### src/rtl/mem_initiator.sv
`timescale 1ns/1ps
// mem_initiator: clocked bus master for the asynchronous en/MFC memory strobe
// interface. Takes one request at a time over valid/ready, runs the four-phase
// en/MFC handshake against a synchronized MFC, and returns a one-cycle response
// pulse carrying read data and a timeout flag. All outputs are registered.
module mem_initiator #(
  parameter int AW      = 16,
  parameter int DW      = 16,
  parameter int TIMEOUT = 64
) (
  input  logic          clk,
  input  logic          reset,
  input  logic          req_valid,
  output logic          req_ready,
  input  logic          req_rw,
  input  logic [AW-1:0] req_addr,
  input  logic [DW-1:0] req_wdata,
  output logic          rsp_valid,
  output logic [DW-1:0] rsp_rdata,
  output logic          rsp_err,
  output logic          busy,
  output logic          mem_en,
  output logic          mem_rw,
  output logic [AW-1:0] mem_addr,
  output logic [DW-1:0] mem_wdata,
  input  logic [DW-1:0] mem_rdata,
  input  logic          mem_mfc
);

  localparam int CW = $clog2(TIMEOUT);
  localparam logic [CW-1:0] CNT_LAST = CW'(TIMEOUT - 1);
  localparam logic [CW-1:0] CNT_ONE  = CW'(1);

  typedef enum logic [2:0] {
    S_IDLE    = 3'd0,
    S_SETUP   = 3'd1,
    S_STROBE  = 3'd2,
    S_RELEASE = 3'd3,
    S_RESP    = 3'd4
  } state_t;

  state_t          state_q, state_d;
  logic [CW-1:0]   cnt_q, cnt_d;
  logic            err_q, err_d;
  logic            mfc_meta_q;
  logic            mfc_s_q;

  logic            req_ready_q, req_ready_d;
  logic            busy_q, busy_d;
  logic            mem_en_q, mem_en_d;
  logic            mem_rw_q, mem_rw_d;
  logic [AW-1:0]   mem_addr_q, mem_addr_d;
  logic [DW-1:0]   mem_wdata_q, mem_wdata_d;
  logic            rsp_valid_q, rsp_valid_d;
  logic [DW-1:0]   rsp_rdata_q, rsp_rdata_d;
  logic            rsp_err_q, rsp_err_d;

  // Two-flop synchronizer bringing the asynchronous MFC into the clock domain.
  always_ff @(posedge clk) begin
    if (reset) begin
      mfc_meta_q <= 1'b0;
      mfc_s_q    <= 1'b0;
    end else begin
      mfc_meta_q <= mem_mfc;
      mfc_s_q    <= mfc_meta_q;
    end
  end

  // Next-state logic for the handshake sequencer and its registered outputs.
  always_comb begin
    state_d     = state_q;
    cnt_d       = cnt_q;
    err_d       = err_q;
    mem_rw_d    = mem_rw_q;
    mem_addr_d  = mem_addr_q;
    mem_wdata_d = mem_wdata_q;
    rsp_rdata_d = rsp_rdata_q;

    case (state_q)
      S_IDLE: begin
        if (req_valid && req_ready_q) begin
          mem_rw_d    = req_rw;
          mem_addr_d  = req_addr;
          mem_wdata_d = req_wdata;
          state_d     = S_SETUP;
        end else begin
          state_d     = S_IDLE;
        end
      end
      S_SETUP: begin
        // A still-high MFC (e.g. left over from an aborted transfer) must
        // drain before a new strobe is issued.
        if (!mfc_s_q) begin
          cnt_d   = '0;
          state_d = S_STROBE;
        end else begin
          state_d = S_SETUP;
        end
      end
      S_STROBE: begin
        // MFC is checked ahead of the counter so a completion that coincides
        // with the last timeout cycle still counts as success.
        if (mfc_s_q) begin
          if (mem_rw_q) begin
            rsp_rdata_d = mem_rdata;
          end else begin
            rsp_rdata_d = rsp_rdata_q;
          end
          cnt_d   = '0;
          state_d = S_RELEASE;
        end else if (cnt_q == CNT_LAST) begin
          err_d   = 1'b1;
          cnt_d   = '0;
          state_d = S_RELEASE;
        end else begin
          cnt_d   = cnt_q + CNT_ONE;
        end
      end
      S_RELEASE: begin
        if (!mfc_s_q) begin
          state_d = S_RESP;
        end else if (cnt_q == CNT_LAST) begin
          err_d   = 1'b1;
          state_d = S_RESP;
        end else begin
          cnt_d   = cnt_q + CNT_ONE;
        end
      end
      S_RESP: begin
        err_d   = 1'b0;
        state_d = S_IDLE;
      end
      default: begin
        err_d   = 1'b0;
        cnt_d   = '0;
        state_d = S_IDLE;
      end
    endcase

    // Outputs are derived from the state being entered so they are
    // registered yet line up with that state.
    req_ready_d = (state_d == S_IDLE);
    busy_d      = (state_d != S_IDLE);
    mem_en_d    = (state_d == S_STROBE);
    rsp_valid_d = (state_d == S_RESP);
    rsp_err_d   = (state_d == S_RESP) && err_d;
  end

  // State, counter, error flag and output registers.
  always_ff @(posedge clk) begin
    if (reset) begin
      state_q     <= S_IDLE;
      cnt_q       <= '0;
      err_q       <= 1'b0;
      req_ready_q <= 1'b1;
      busy_q      <= 1'b0;
      mem_en_q    <= 1'b0;
      mem_rw_q    <= 1'b0;
      mem_addr_q  <= '0;
      mem_wdata_q <= '0;
      rsp_valid_q <= 1'b0;
      rsp_rdata_q <= '0;
      rsp_err_q   <= 1'b0;
    end else begin
      state_q     <= state_d;
      cnt_q       <= cnt_d;
      err_q       <= err_d;
      req_ready_q <= req_ready_d;
      busy_q      <= busy_d;
      mem_en_q    <= mem_en_d;
      mem_rw_q    <= mem_rw_d;
      mem_addr_q  <= mem_addr_d;
      mem_wdata_q <= mem_wdata_d;
      rsp_valid_q <= rsp_valid_d;
      rsp_rdata_q <= rsp_rdata_d;
      rsp_err_q   <= rsp_err_d;
    end
  end

  assign req_ready = req_ready_q;
  assign busy      = busy_q;
  assign mem_en    = mem_en_q;
  assign mem_rw    = mem_rw_q;
  assign mem_addr  = mem_addr_q;
  assign mem_wdata = mem_wdata_q;
  assign rsp_valid = rsp_valid_q;
  assign rsp_rdata = rsp_rdata_q;
  assign rsp_err   = rsp_err_q;

endmodule

### config.mk
export PLATFORM = sky130hd
export DESIGN_NAME = mem_initiator
export DESIGN_NICKNAME = d
export VERILOG_FILES = /design/src/rtl/mem_initiator.sv
export SDC_FILE = /design/constraint.sdc
export NUM_CORES = 1
export LEC_CHECK = 0
export ABC_CLOCK_PERIOD_IN_PS = 1400
export CAP_MARGIN = 20
export CORE_ASPECT_RATIO = 0.7
export CORE_MARGIN = 1
export CORE_UTILIZATION = 38
export CTS_CLUSTER_DIAMETER = 40
export DETAILED_ROUTE_END_ITERATION = 8
export PLACE_DENSITY = 0.87
export SETUP_SLACK_MARGIN = 0.05
export SLEW_MARGIN = 20
export SYNTH_ARGS = -nofsm -noshare
export SYNTH_HDL_FRONTEND = slang
export SYNTH_SLANG_ARGS = --single-unit
### constraint.sdc
create_clock -name clk -period 1.4 [get_ports clk]
set_clock_uncertainty 0.05 [all_clocks]
set_input_delay 0.21 -clock clk [delete_from_list [all_inputs] [get_ports clk]]
set_output_delay 0.21 -clock clk [all_outputs]
set_load 0.01 [all_outputs]
==> Implementation_results.wiki <==
{| class="wikitable"
! Metric !! Value
|-
| Maximum clock insertion buffer count || 2
|-
| Count of buffers inserted at the top-level ports || between 100 and 150
|-
| Cells along the critical path || buf_6 -> nand4_1 -> o221ai_2 -> buf_6 -> a2111o_1 -> a21oi_1
|-
| Die W || approximately 100 um
|-
| Post-detailed-route wirelength per cell || 16.8 um
|-
| FF+latch count, synth || 66
|-
| DP Area || about 3800 um2
|-
| Die area || slightly above 7000 um2
|-
| Number of different library cells in the post-synthesis netlist || 38
|-
| Leakage power || 1.89 nW
|-
| Drt drc || 0
|-
| Worst slew margin relative to its limit || 0.743
|-
| Maximum frequency from static timing analysis || between 600 and 700 MHz
|-
| Syn Area/Cell || slightly above 8 um2
|-
| Antenna violations before repair || 0
|-
| Final Cycle Share || 1.08
|-
| Post-Synthesis Cells || 311
|-
| Tot GR Track Use || 0.243
|-
| Number of nets in the finished design || between 500 and 600
|-
| Post-layout min period || between 1500 and 2000 ps
|-
| Top sig layer || met4
|-
| Global-route wire length before repair || about 13000 um
|-
| GRT overflow || 0
|-
| Biggest area consumer among synthesized cells || sky130_fd_sc_hd__dfxtp_1
|-
| Latest clock arrival within the worst-skew pair || around 340 ps
|-
| Required time at the endpoint of the critical path || ~1600 ps
|-
| Netlist area before placement || between 2000 and 3000 um2
|-
| Setup crit end kind || flop
|-
| Final ANT Viol Nets || 0
|-
| Metal2 WL || about 4400 um
|-
| Total detailed-routing wirelength || 9230 um
|-
| Warnings, synthesis || 0
|-
| TritonRoute pass-1 iters || 4
|-
| Worst vdd ir || approximately 0.54 mV
|-
| Startpoint Class || flop
|-
| Number of endpoints with negative hold slack in the final report || 0
|-
| Rows || 24
|-
| Largest net degree at the start of global routing || 24
|-
| CTS tree || yes
|-
| Areal power density over the cells || a little over 1000 nW/um2
|-
| Cell chosen for the clock root || sky130_fd_sc_hd__clkbuf_8
|-
| Final worst slack || -113 ps
|-
| Initial DRC count || about 190
|-
| Slew at the pin with the worst max-slew slack || around 380 ps
|-
| Vias per inst || about 5.3
|-
| Syn nets || ~370
|-
| Initial core utilization || 0.401
|-
| Run status || finished with violations
|-
| Type of the most critical hold path || in2reg
|-
| Arrival time at the worst endpoint || approximately 1700 ps
|-
| Syn-to-layout area delta || 80.0%
|-
| Non-filler cells, final || 551
|-
| Area of the core || between 6000 and 7000 um2
|-
| Antenna diodes || 0
|-
| Leading cell type in the layout, fill and taps excluded || sky130_fd_sc_hd__nand2_1
|-
| Library cell appearing most often on the critical path || sky130_fd_sc_hd__buf_6
|-
| Layout cells sized above 1 || 0.343
|-
| Final std cell area, no fill || 4600 um2
|-
| H-tree levels || 3
|-
| Num ports || 107
|-
| Slowest cell delay on critical path || about 370 ps
|-
| RSZ-0062 raised after global routing || true
|-
| Worst slack at placement || -380 ps
|-
| Final setup fails || 43
|-
| Weighted congestion at the end of routability-driven global placement || ~0.80
|-
| Number of buffers inserted during clock tree synthesis || 9
|-
| Top-area cell type share of the netlist area || 0.518
|-
| Sequential area share after synthesis || 0.518
|-
| Die Ht || approximately 70 um
|-
| Biggest area contributors in the synthesized netlist || sky130_fd_sc_hd__dfxtp_1, sky130_fd_sc_hd__nand2_1, sky130_fd_sc_hd__a21oi_1
|-
| Clock transition at the register clock pins on the worst setup and hold paths after CTS || ~70 ps
|-
| Type of the worst setup path || reg2reg
|-
| Vias in the first global route || 2713
|-
| Max-capacitance violation count || 0
|-
| Routed metal-1 wire length || between 3000 and 4000 um
|-
| Crit-path slowest cell || sky130_fd_sc_hd__dfxtp_4
|-
| Commonest non-fill, non-tap cells in the layout || sky130_fd_sc_hd__nand2_1, sky130_fd_sc_hd__dfxtp_1, sky130_fd_sc_hd__dlygate4sd2_1
|-
| Met3 wire length || around 690 um
|-
| Count of placed standard cells including taps || 512
|-
| Cts-stage hold buffer count || 0
|-
| Via count of the routed design || slightly below 3000
|-
| Final-report max-slew violation count || 0
|-
| TritonCTS sink count || 66
|-
| Violations in the final reports || negative setup slack
|-
| Top fanout value on the critical path || 6
|-
| HPWL after detailed placement || roughly 5000 um
|}
-- cells by family (layout without fill, tap and decap cells) --
family                     count (synthesis)  in the layout  share of synthesized area
xor gates and xnor gates                   1              1                    0.00343
and+or+nand+nor                          145            150                      0.256
AOI/OAI and AO/OA                         73             73                      0.161
DFF                                       66             66                      0.518
adders and majority gates                  1              1                    0.00490
buffers and inverters                     25            169                     0.0569
-- metal layers --
layer,track usage,vias up
li1,-,1347
met1,0.309,1387
met2,0.402,141
met3,0.0652,19
met4,0.0833,0
met5,0,-
-- cell type report --
class / instances / area, um2
Clock buffer: 9 / 124
Tap cell: 91 / 114
Fill cell: 499 / 1770
Inverter: 3 / 11.3
Multi-Input combinational cell: 225 / 1470
Timing Repair Buffer: 150 / 1470
Sequential cell: 66 / 1340
Clock inverter: 7 / 77.6
-- worst paths after layout --
kind | slack, ps | startpoint | to | depth (start not counted)
worst min-delay path | 100 | reset | cnt_q[0] | 2
worst min register to register | 400 | mfc_meta_q | mfc_s_q | 1
worst max register to register | -110 | state_q[0] | cnt_q[4] | 6
worst max-delay path | -110 | state_q[0] | cnt_q[4] | 6
-- sequential cells by signal (all words and copies together), names as in the netlist --
register,cells
req_ready,1
mem_wdata,16
mfc_s_q,1
busy,1
cnt_q,6
rsp_err,1
mem_addr,16
mem_en,1
err_q,1
mfc_meta_q,1
state_q,3
rsp_valid,1
mem_rw,1
rsp_rdata,16
-- worst max-delay path, delay by kind of cell, from the launching register on --
family                 cells  cell delay, ps
AO/OA/AOI/OAI              3             630
flip-flops                 1             370
buffers and inverters      2             280
AND/OR/NAND/NOR            1             110
-- per-stage QoR --
step	power, mW	utilization	setup TNS [ps]	hold WS (ps)
global placement	2.79	0.601	-14320	369
floorplan	2.40	-	-1350	288
finish	4.68	0.722	-2680	103
global route	4.87	0.722	-4500	85.7
CTS	4.55	0.674	-868	81.0
detailed placement	2.81	0.601	-15860	378
-- what timing repair did --
action                                  4_1_cts  5_1_grt
gates resized for setup                      97       76
gates cloned                                  6        3
pin swaps                                    20       45
endpoints found under the setup margin      114       63
setup buffers                                10        7
-- power breakdown --
group | total, mW | switching, mW | internal [mW]
registers | 2.05 | 0.0773 | 1.97
clock network | 1.60 | 0.763 | 0.833
logic | 1.03 | 0.493 | 0.538
total | 4.68 | 1.33 | 3.34
-- cell usage after synthesis --
master	instances
sky130_fd_sc_hd__nand2_1	103
sky130_fd_sc_hd__dfxtp_1	66
sky130_fd_sc_hd__a21oi_1	58
sky130_fd_sc_hd__clkbuf_1	8
sky130_fd_sc_hd__nor2_1	8
sky130_fd_sc_hd__nand3_1	7
sky130_fd_sc_hd__buf_2	6
sky130_fd_sc_hd__nand2b_1	6
sky130_fd_sc_hd__buf_6	5
sky130_fd_sc_hd__a31oi_1	3
sky130_fd_sc_hd__inv_1	3
sky130_fd_sc_hd__nor2b_1	3
sky130_fd_sc_hd__nor3_1	3
sky130_fd_sc_hd__o21ai_0	3
sky130_fd_sc_hd__a2111o_1	2
sky130_fd_sc_hd__and3_1	2
sky130_fd_sc_hd__clkbuf_2	2
sky130_fd_sc_hd__nand4_1	2
sky130_fd_sc_hd__nor4_1	2
sky130_fd_sc_hd__a211oi_2	1
sky130_fd_sc_hd__a21boi_0	1
sky130_fd_sc_hd__a2bb2oi_1	1
sky130_fd_sc_hd__a32oi_1	1
sky130_fd_sc_hd__and2b_1	1
sky130_fd_sc_hd__and4_4	1
sky130_fd_sc_hd__and4b_1	1
sky130_fd_sc_hd__buf_4	1
sky130_fd_sc_hd__ha_1	1
sky130_fd_sc_hd__nand3b_1	1
sky130_fd_sc_hd__nand4bb_1	1
sky130_fd_sc_hd__nor4_4	1
sky130_fd_sc_hd__o211ai_1	1
sky130_fd_sc_hd__o21ai_1	1
sky130_fd_sc_hd__o221ai_2	1
sky130_fd_sc_hd__or2_2	1
sky130_fd_sc_hd__or3_1	1
sky130_fd_sc_hd__or4_4	1
sky130_fd_sc_hd__xor2_1	1
Note: power is estimated with default switching activity, not from simulation.
